## config.mk

```make
export PLATFORM = sky130hd
export DESIGN_NAME = branch_resolve_unit_flat
export DESIGN_NICKNAME = d
export VERILOG_FILES = /design/src/rtl/branch_resolve_unit_if.sv /design/src/rtl/branch_resolve_unit.sv /design/src/flat_wrapper.sv
export SDC_FILE = /design/constraint.sdc
export NUM_CORES = 1
export LEC_CHECK = 0
export CORE_MARGIN = 2
export CORE_UTILIZATION = 40
export CTS_CLUSTER_DIAMETER = 200
export DETAILED_ROUTE_END_ITERATION = 8
export GPL_ROUTABILITY_DRIVEN = 0
export PLACE_DENSITY = 0.77
export SYNTH_ARGS = -nofsm -noshare
export SYNTH_HDL_FRONTEND = slang
export SYNTH_SLANG_ARGS = --single-unit
```

## constraint.sdc

```tcl
create_clock -name clk -period 6.2 [get_ports clk]
set_clock_uncertainty 0.2 [all_clocks]
set_input_delay 1.24 -clock clk [delete_from_list [all_inputs] [get_ports clk]]
set_output_delay 1.24 -clock clk [all_outputs]
set_load 0.01 [all_outputs]
```

## src/rtl/branch_resolve_unit_if.sv

```systemverilog
// EX-stage branch resolution bus: EX operands and pipeline control in,
// BPU update, fetch redirect and statistics out.
interface branch_resolve_unit_if #(
  parameter int CNT_W = 32
);
  logic             stall;
  logic             flush_in;
  logic             ex_valid;
  logic             ex_is_branch;
  logic             ex_is_jump;
  logic [31:0]      ex_pc;
  logic             ex_taken;
  logic [31:0]      ex_target;
  logic [32:0]      ex_pred_info;
  logic             ds_valid;
  logic [65:0]      ex_branch_info;
  logic             pred_flag;
  logic             pred_true;
  logic             redirect_valid;
  logic [31:0]      redirect_pc;
  logic             flush_out;
  logic             busy;
  logic [CNT_W-1:0] stat_br_cnt;
  logic [CNT_W-1:0] stat_miss_cnt;

  modport master (
    output stall, flush_in, ex_valid, ex_is_branch, ex_is_jump, ex_pc,
           ex_taken, ex_target, ex_pred_info, ds_valid,
    input  ex_branch_info, pred_flag, pred_true, redirect_valid,
           redirect_pc, flush_out, busy, stat_br_cnt, stat_miss_cnt
  );

  modport slave (
    input  stall, flush_in, ex_valid, ex_is_branch, ex_is_jump, ex_pc,
           ex_taken, ex_target, ex_pred_info, ds_valid,
    output ex_branch_info, pred_flag, pred_true, redirect_valid,
           redirect_pc, flush_out, busy, stat_br_cnt, stat_miss_cnt
  );
endinterface

```

## src/rtl/branch_resolve_unit.sv

```systemverilog
// EX-stage branch resolution: compares the IF prediction with the real outcome,
// feeds the BPU update port, redirects fetch after the delay slot, keeps stats.
module branch_resolve_unit #(
  parameter logic [31:0] DS_OFFSET = 32'd8,
  parameter int          CNT_W     = 32
) (
  input  logic                 clk,
  input  logic                 resetn,
  branch_resolve_unit_if.slave bus
);

  localparam logic [1:0] IDLE    = 2'd0;
  localparam logic [1:0] WAIT_DS = 2'd1;
  localparam logic [1:0] REDIR   = 2'd2;

  localparam logic [CNT_W-1:0] CNT_MAX = {CNT_W{1'b1}};
  localparam logic [CNT_W-1:0] CNT_ONE = {{(CNT_W-1){1'b0}}, 1'b1};

  logic [1:0]       state_q, state_d;
  logic [65:0]      info_q, info_d;
  logic             pred_flag_q, pred_flag_d;
  logic             pred_true_q, pred_true_d;
  logic [31:0]      redir_pc_q, redir_pc_d;
  logic [CNT_W-1:0] br_cnt_q, br_cnt_d;
  logic [CNT_W-1:0] miss_cnt_q, miss_cnt_d;

  logic             pred_taken_s;
  logic [31:0]      pred_target_s;
  logic             resolve_s;
  logic             miss_s;
  logic [31:0]      correct_pc_s;

  // Prediction check for the instruction currently in EX
  always_comb begin
    pred_taken_s  = bus.ex_pred_info[32];
    pred_target_s = bus.ex_pred_info[31:0];
    resolve_s     = bus.ex_valid & (bus.ex_is_branch | bus.ex_is_jump) &
                    (state_q == IDLE) & ~bus.stall & ~bus.flush_in;
    miss_s        = (pred_taken_s != bus.ex_taken) |
                    (pred_taken_s & bus.ex_taken & (pred_target_s != bus.ex_target));
    correct_pc_s  = bus.ex_taken ? bus.ex_target : (bus.ex_pc + DS_OFFSET);
  end

  // Redirect FSM; flush_in beats stall, stall freezes everything else
  always_comb begin
    state_d    = state_q;
    redir_pc_d = redir_pc_q;
    if (bus.flush_in) begin
      state_d = IDLE;
    end else if (bus.stall) begin
      state_d = state_q;
    end else begin
      case (state_q)
        IDLE: begin
          if (resolve_s && miss_s) begin
            state_d    = bus.ds_valid ? REDIR : WAIT_DS;
            redir_pc_d = correct_pc_s;
          end else begin
            state_d = IDLE;
          end
        end
        WAIT_DS: begin
          if (bus.ds_valid) begin
            state_d = REDIR;
          end else begin
            state_d = WAIT_DS;
          end
        end
        REDIR:   state_d = IDLE;
        default: state_d = IDLE;
      endcase
    end
  end

  // BPU update port: one-cycle pulse after resolve, held while stalled
  always_comb begin
    info_d      = 66'd0;
    pred_flag_d = 1'b0;
    pred_true_d = 1'b0;
    if (bus.flush_in) begin
      info_d      = 66'd0;
      pred_flag_d = 1'b0;
      pred_true_d = 1'b0;
    end else if (bus.stall) begin
      info_d      = info_q;
      pred_flag_d = pred_flag_q;
      pred_true_d = pred_true_q;
    end else if (resolve_s) begin
      info_d      = {bus.ex_taken, bus.ex_target, bus.ex_is_branch, bus.ex_pc};
      pred_flag_d = miss_s;
      pred_true_d = ~miss_s;
    end else begin
      info_d      = 66'd0;
      pred_flag_d = 1'b0;
      pred_true_d = 1'b0;
    end
  end

  // Saturating statistics
  always_comb begin
    br_cnt_d   = br_cnt_q;
    miss_cnt_d = miss_cnt_q;
    if (resolve_s && (br_cnt_q != CNT_MAX)) begin
      br_cnt_d = br_cnt_q + CNT_ONE;
    end else begin
      br_cnt_d = br_cnt_q;
    end
    if (resolve_s && miss_s && (miss_cnt_q != CNT_MAX)) begin
      miss_cnt_d = miss_cnt_q + CNT_ONE;
    end else begin
      miss_cnt_d = miss_cnt_q;
    end
  end

  // State and output registers
  always_ff @(posedge clk or negedge resetn) begin
    if (!resetn) begin
      state_q     <= IDLE;
      info_q      <= 66'd0;
      pred_flag_q <= 1'b0;
      pred_true_q <= 1'b0;
      redir_pc_q  <= 32'd0;
      br_cnt_q    <= {CNT_W{1'b0}};
      miss_cnt_q  <= {CNT_W{1'b0}};
    end else begin
      state_q     <= state_d;
      info_q      <= info_d;
      pred_flag_q <= pred_flag_d;
      pred_true_q <= pred_true_d;
      redir_pc_q  <= redir_pc_d;
      br_cnt_q    <= br_cnt_d;
      miss_cnt_q  <= miss_cnt_d;
    end
  end

  // The redirect is gated by the live stall so a stalled REDIR cycle never fires
  assign bus.redirect_valid = (state_q == REDIR) & ~bus.stall & ~bus.flush_in;
  assign bus.flush_out      = (state_q == REDIR) & ~bus.stall & ~bus.flush_in;
  assign bus.redirect_pc    = redir_pc_q;
  assign bus.busy           = (state_q != IDLE);
  assign bus.ex_branch_info = info_q;
  assign bus.pred_flag      = pred_flag_q;
  assign bus.pred_true      = pred_true_q;
  assign bus.stat_br_cnt    = br_cnt_q;
  assign bus.stat_miss_cnt  = miss_cnt_q;

endmodule

```

## src/flat_wrapper.sv

```systemverilog
// flat-port wrapper written by rule: the top's interface ports become plain ports
module branch_resolve_unit_flat 
#(
  parameter logic [31:0] DS_OFFSET = 32'd8,
  parameter int          CNT_W     = 32
)
  (clk, resetn, bus_stall, bus_flush_in, bus_ex_valid, bus_ex_is_branch, bus_ex_is_jump, bus_ex_pc, bus_ex_taken, bus_ex_target, bus_ex_pred_info, bus_ds_valid, bus_ex_branch_info, bus_pred_flag, bus_pred_true, bus_redirect_valid, bus_redirect_pc, bus_flush_out, bus_busy, bus_stat_br_cnt, bus_stat_miss_cnt);
  branch_resolve_unit_if #(.CNT_W(CNT_W)) bus_i ();
  input  logic clk;
  input  logic resetn;
  input wire logic [$bits(bus_i.stall)-1:0] bus_stall;
  input wire logic [$bits(bus_i.flush_in)-1:0] bus_flush_in;
  input wire logic [$bits(bus_i.ex_valid)-1:0] bus_ex_valid;
  input wire logic [$bits(bus_i.ex_is_branch)-1:0] bus_ex_is_branch;
  input wire logic [$bits(bus_i.ex_is_jump)-1:0] bus_ex_is_jump;
  input wire logic [$bits(bus_i.ex_pc)-1:0] bus_ex_pc;
  input wire logic [$bits(bus_i.ex_taken)-1:0] bus_ex_taken;
  input wire logic [$bits(bus_i.ex_target)-1:0] bus_ex_target;
  input wire logic [$bits(bus_i.ex_pred_info)-1:0] bus_ex_pred_info;
  input wire logic [$bits(bus_i.ds_valid)-1:0] bus_ds_valid;
  output wire logic [$bits(bus_i.ex_branch_info)-1:0] bus_ex_branch_info;
  output wire logic [$bits(bus_i.pred_flag)-1:0] bus_pred_flag;
  output wire logic [$bits(bus_i.pred_true)-1:0] bus_pred_true;
  output wire logic [$bits(bus_i.redirect_valid)-1:0] bus_redirect_valid;
  output wire logic [$bits(bus_i.redirect_pc)-1:0] bus_redirect_pc;
  output wire logic [$bits(bus_i.flush_out)-1:0] bus_flush_out;
  output wire logic [$bits(bus_i.busy)-1:0] bus_busy;
  output wire logic [$bits(bus_i.stat_br_cnt)-1:0] bus_stat_br_cnt;
  output wire logic [$bits(bus_i.stat_miss_cnt)-1:0] bus_stat_miss_cnt;
  assign bus_i.stall = bus_stall;
  assign bus_i.flush_in = bus_flush_in;
  assign bus_i.ex_valid = bus_ex_valid;
  assign bus_i.ex_is_branch = bus_ex_is_branch;
  assign bus_i.ex_is_jump = bus_ex_is_jump;
  assign bus_i.ex_pc = bus_ex_pc;
  assign bus_i.ex_taken = bus_ex_taken;
  assign bus_i.ex_target = bus_ex_target;
  assign bus_i.ex_pred_info = bus_ex_pred_info;
  assign bus_i.ds_valid = bus_ds_valid;
  assign bus_ex_branch_info = bus_i.ex_branch_info;
  assign bus_pred_flag = bus_i.pred_flag;
  assign bus_pred_true = bus_i.pred_true;
  assign bus_redirect_valid = bus_i.redirect_valid;
  assign bus_redirect_pc = bus_i.redirect_pc;
  assign bus_flush_out = bus_i.flush_out;
  assign bus_busy = bus_i.busy;
  assign bus_stat_br_cnt = bus_i.stat_br_cnt;
  assign bus_stat_miss_cnt = bus_i.stat_miss_cnt;
  branch_resolve_unit #(.DS_OFFSET(DS_OFFSET), .CNT_W(CNT_W)) u_core (.clk(clk), .resetn(resetn), .bus(bus_i));
endmodule
```

==> results.md, run 1 <==
* RSZ-0062 raised after global routing: no
* Initial antenna violation count at 0
* Total track usage at 22.4%
* Arrival @ worst endpoint at 2.89 ns
* Share of cells above drive strength 1 at 6.84%
* Period minus WS final at 4.33 ns
* Largest net degree at the start of global routing at 71
* Root buffer cell: clkbuf_16
* Cts bufs inserted at 17
* Die span in x at 144 um
* Synth-to-Final Area Change at 45.7%
* Drt initial violations at 307
* Min-delay worst type: register to register
* Ports at 273
* Crit. End Element: primary output
* Post-synth top area cell: dfrtp_1
* Die extent in y at 144 um
* Number of flops mapped to enable cells by yosys at 0
* Pwr per Cell Area at 258 mW/mm2
* Fraction of power spent switching nets at 28.0%
* Setup crit start: bus_flush_in
* Worst R2R End: u_core.bus.stat_miss_cnt[28]
* Worst-path maximum fanout at 5
* Crit path to: bus_flush_out
* Hold Fails Final Rpt at 0
* Crit path max-delay family: buffers and inverters
* Slew margin rel. at 36.0%
* Mean Syn Cell Area at 10.9 um2
* Post-CTS Setup Bufs at 0
* Max cap viols at 0
* Yosys warning count at 0
* Synth async-reset ratio at 100%
* Reg-to-reg slack, setup at 3.18 ns
* # diodes at 0
* Register bit total from synthesis at 166
* Starting Density at 40.4%
* Worst r2r src: u_core.state_q[1]
* CTS clk-pin slew, worst paths at 0.07 ns
* TritonCTS clock tree: yes
* Tightest Pin Transition at 0.960 ns
* Setup_tns at 0 ns
* Most frequent cell after synthesis: dfrtp_1
* Detailed Routing Iterations Pass 1 at 5
* Total core area at 0.0193 mm2
* Fin nets at 1091
* Crit path depth at 3
* Kind of critical path: input pin to primary output
* Utilization after layout at 58.8%
* Row cnt at 51
* WL/cell at 18.3 um
* Most Frequent Cell on Critical Path: clkdlybuf4s50_1
* Combinational power share at 19.8%
* Crit-path cells: clkdlybuf4s50_1 > nor4b_1 > clkdlybuf4s50_1
* Max VDD drop at 0.204 mV
* Buffers on Ports at 272
* Cts repair resizes at 0
* Max-slew violations at 0
* Final WL at 23100 um
* Hold depth at 2
* Total grt overflow at 0
* Mapped Area at 0.00781 mm2
* Worst r2r path cells at 6
* Vias in the first global route at 6266
* Routed vias at 6498
* CP bufs+invs at 2
* First-pass GRT wire length at 35100 um
* Sequential Power Share at 42.9%
* Internal power at 2.11 mW
* Hold buffer count at cts at 0
* Antenna Nets Post-Route at 0
* # DRC at 0
* Hold_ws at 0.283 ns
* Crit start category: input pin
* Synth top cells by count: 166 x dfrtp_1, 77 x xnor2_1, 74 x nand2_1
* Main flop type after synthesis: dfrtp_1
* Final setup vio count at 0
* FMAX at 231 MHz
* CTS Buffer Depth at 2
* Num Clock Sinks at 166
* Worst skew pair latency at 0.42 ns
* Distinct cells, synth at 41
* Largest cells by area after synthesis: dfrtp_1 53%, xnor2_1 8.6%, a22o_1 7.5%
* Slowest CP cell: clkdlybuf4s50_1
* Critical Path RT at 4.76 ns
* Pleak at 4.80 nW
* Clock power share at 37.3%
* Power, Total at 2.93 mW
* Switching pwr at 0.822 mW
* Syn_nets at 827
* Tcrit/Tclk final at 69.9%
* Status: finished, final reports clean
* Synth top area share at 53.2%
* Final HPWL DP at 17200 um
* Sequential element share of the synthesized area at 53.2%
* CP max stage delay at 0.63 ns
* Die Area at 0.0207 mm2
* H-tree levels at 4
* Vias per cell at 5.16
* Mapped Cells at 717
[tightest hold or removal path, stage by stage, from the launching register on]
cell and delay, ns:
dfrtp_1 0.35, nand2_1 0.05, o21ai_0 0.06
[kinds of logic after synthesis]
kind of cell	Yosys count	share of synthesized area, %
buf+inv	42	2.24
xor+xnor	118	13.2
flops	166	53.2
simple gates	242	16.4
mux	21	2.80
fa+ha+maj	4	0.641
compound gates	124	11.5
[state kept, by name, indices dropped and copies added (netlist names)]
register / count
u_core.bus.pred_flag: 1
u_core.state_q: 2
u_core.bus.redirect_pc: 32
u_core.bus.stat_br_cnt: 32
u_core.bus.pred_true: 1
u_core.bus.stat_miss_cnt: 32
u_core.bus.ex_branch_info: 66
[cell type report]
| cell class | instances | area (um2) |
|---|---|---|
| Fill cell | 1637 | 7960 |
| Clock buffer | 18 | 439 |
| Timing Repair Buffer | 278 | 2760 |
| Sequential cell | 166 | 4150 |
| Clock inverter | 14 | 163 |
| Tap cell | 265 | 332 |
| Multi-Input combinational cell | 509 | 3490 |
| Inverter | 9 | 33.8 |
[how the worst min path moves through the flow]
stage	from	end	slack, ns
2_1_floorplan	u_core.state_q[1]	u_core.state_q[1]	0.29
5_1_grt	u_core.bus.stat_miss_cnt[20]	u_core.bus.stat_miss_cnt[20]	0.30
6_report	u_core.bus.redirect_pc[3]	u_core.bus.redirect_pc[3]	0.28
4_1_cts	u_core.bus.redirect_pc[3]	u_core.bus.redirect_pc[3]	0.28
3_3_place_gp	u_core.bus.redirect_pc[3]	u_core.bus.redirect_pc[3]	0.26
3_5_place_dp	u_core.bus.redirect_pc[2]	u_core.bus.redirect_pc[2]	0.27
[metal layers]
layer	GRT usage (%)	share of wire [%]	wire length, um
met2	35.5	47	10900
met4	7.69	2.3	534
met1	30.0	44	10200
met5	0	0	0
met3	5.70	6.1	1410
[power groups by stage]
stage                     Sequential (mW)  Clock, mW  Combinational, mW
after detailed placement             1.28          0              0.587
after CTS                            1.26       1.11              0.589
after global placement               1.27          0              0.580
after global routing                 1.27       1.15              0.627
after floorplan                      1.31          0              0.158
final                                1.26       1.09              0.582
[stage by stage]
step	instances	worst slack, ns	area, um2
floorplan	717	2.75	7810
global placement	1227	1.69	10800
detailed placement	1227	1.68	10800
CTS	1259	1.85	11400
global route	1259	1.80	11400
finish	1259	1.87	11400
[placed cells by master, fill, tap and decap left out, drive strengths merged, types with 3 or more instances in the layout]
cell type,n
dfrtp,166
inv,18
a22o,67
nand3,36
nand4,27
and4,5
xnor2,77
nor2,33
nand2,75
nor4,16
nor2b,3
and3,9
clkbuf,18
clkdlybuf4s50,270
and2,3
nor3,24
or3,3
a21oi,18
ha,4
xor2,41
mux2,7
mux2i,14
buf,8
o21ai,35
Note: power is estimated with default switching activity, not from simulation.
==> run 2, diff against run 1 <==
==> constraint.sdc (replaced) <==
create_clock -name clk -period 4.06 [get_ports clk]
set_clock_uncertainty 0.2 [all_clocks]
set_input_delay 0.812 -clock clk [delete_from_list [all_inputs] [get_ports clk]]
set_output_delay 0.812 -clock clk [all_outputs]
set_load 0.01 [all_outputs]
==> results.md, run 2 (same netlist as run 1, synthesis figures left out) <==
* Max cap viols at 0 (unchanged)
* Starting Density at 40.4% (unchanged)
* Final WL at 23600 um (+2.3%)
* Max VDD drop at 0.277 mV (+36%)
* Num Clock Sinks at 166 (unchanged)
* Period minus WS final at 3.40 ns
* TritonCTS clock tree: yes
* Vias per cell at 5.18 (+0.42%)
* RSZ-0062 raised after global routing: no
* Kind of critical path: input pin to primary output
* Die Area at 0.0207 mm2 (unchanged)
* # diodes at 0 (unchanged)
* Pwr per Cell Area at 398 mW/mm2 (+54%)
* Fillcell total at 1602 (-2.1%)
* Detailed Routing Iterations Pass 1 at 4 (-1)
* Ports at 273 (unchanged)
* Power, Total at 4.61 mW (+57%)
* H-tree levels at 4 (unchanged)
* Antenna Nets Post-Route at 0 (unchanged)
* Buffers on Ports at 272 (unchanged)
* Most common cell after layout, fill and taps aside: clkdlybuf4s50_1
* Crit path max-delay family: buffers and inverters
* Crit start category: input pin
* Hold_ws at 0.0653 ns (-0.218 ns)
* Die extent in y at 144 um (unchanged)
* Final HPWL DP at 17800 um (+3.7%)
* Most frequent cells in the layout: 270 x clkdlybuf4s50_1, 166 x dfrtp_1, 77 x xnor2_1
* Final setup vio count at 0 (unchanged)
* CTS clk-pin slew, worst paths at 0.07 ns (about the same)
* WL/cell at 18.5 um (+1.0%)
* Crit. End Element: primary output
* Routed vias at 6608 (+1.7%)
* Total grt overflow at 0 (unchanged)
* CTS Buffer Depth at 2 (unchanged)
* Total track usage at 22.8% (+0.38 points)
* Synth-to-Final Area Change at 48.3%
* Pleak at 4.91 nW (+2.3%)
* Max reg flops at 66 (unchanged)
* Max-slew violations at 0 (unchanged)
* CP bufs+invs at 2 (unchanged)
* Vias in the first global route at 6596 (+5.3%)
* Root buffer cell: clkbuf_16
* Drt initial violations at 295 (-3.9%)
* Cts bufs inserted at 17 (unchanged)
* Status: finished, final reports clean
* Hold buffer count at cts at 0 (unchanged)
* Total core area at 0.0193 mm2 (unchanged)
* Cts repair resizes at 0 (unchanged)
* Largest net degree at the start of global routing at 87 (+23%)
* First-pass GRT wire length at 36100 um (+2.6%)
* Min-delay worst type: input pin to asynchronous set/reset pin
* Crit-path cells: clkdlybuf4s50_1 > nor4b_1 > clkdlybuf4s50_1
* Hold Fails Final Rpt at 0 (unchanged)
* Tightest Pin Transition at 0.773 ns (-0.187 ns)
* Share of cells above drive strength 1 at 8.32% (+1.5 points)
* Post-CTS Setup Bufs at 0 (unchanged)
* Worst skew pair latency at 0.42 ns (about the same)
* Slowest CP cell: clkdlybuf4s50_1
* CP max stage delay at 0.61 ns (-0.02 ns)
* Arrival @ worst endpoint at 2.38 ns (-0.51 ns)
* Setup_tns at 0 ns (unchanged)
* Initial antenna violation count at 0 (unchanged)
* Critical Path RT at 3.05 ns (-1.71 ns)
* Tcrit/Tclk final at 83.6%
* FMAX at 295 MHz
* Die span in x at 144 um (unchanged)
* Row cnt at 51 (unchanged)
* Slew margin rel. at 48.5% (+12 points)
* # DRC at 0 (unchanged)
* Worst-path maximum fanout at 5 (unchanged)
* Fin nets at 1107 (+1.5%)
* Most Frequent Cell on Critical Path: clkdlybuf4s50_1
## run 2: metrics by stage
stage | cells | setup slack (ns) | util (%) | area [um2]
finish | 1275 | 0.664 | 59.9 | 11600
global route | 1275 | 0.532 | 59.9 | 11600
CTS | 1275 | 0.647 | 59.9 | 11600
detailed placement | 1243 | 0.360 | 56.5 | 10900
global placement | 1243 | 0.395 | 56.5 | 10900
floorplan | 717 | 1.40 | - | 7810
## run 2: cell type report
cell class	count	area, um2	share of cell area [%]
Multi-Input combinational cell	509	3490	30.1
Clock buffer	18	439	3.79
Clock inverter	14	211	1.83
Sequential cell	166	4150	35.9
Inverter	9	33.8	0.292
Tap cell	265	332	2.86
Timing Repair Buffer	294	2920	25.2
## run 2: path summary, 6_finish.rpt
path,startpoint,endpoint,slack [ns],cells past startpoint
setup / recovery,bus_flush_in,bus_redirect_valid,0.66,3
hold / removal,resetn,u_core.bus.stat_br_cnt[23],0.07,1
setup reg to reg,u_core.bus.stat_br_cnt[5],u_core.bus.stat_br_cnt[28],1.42,6
hold reg to reg,u_core.bus.redirect_pc[22],u_core.bus.redirect_pc[22],0.28,2
max in group asynchronous,resetn,u_core.bus.redirect_pc[9],2.64,2
min in group clk,u_core.bus.redirect_pc[22],u_core.bus.redirect_pc[22],0.28,2
## run 2: routing by layer
metal / share of wire, % / up-vias / GRT usage, %
li1: - / 3115 / -
met1: 43 / 3241 / 29.4
met2: 48 / 208 / 37.2
met3: 5.8 / 44 / 5.40
met4: 3.0 / 0 / 9.08
met5: 0 / - / 0
## run 2: power by group
group	switching (mW)	internal, mW	total [mW]	leakage [nW]
registers	0.121	1.80	1.92	2.22
logic	0.413	0.488	0.900	2.38
clock network	0.715	1.07	1.78	0.316
total	1.25	3.36	4.61	4.91
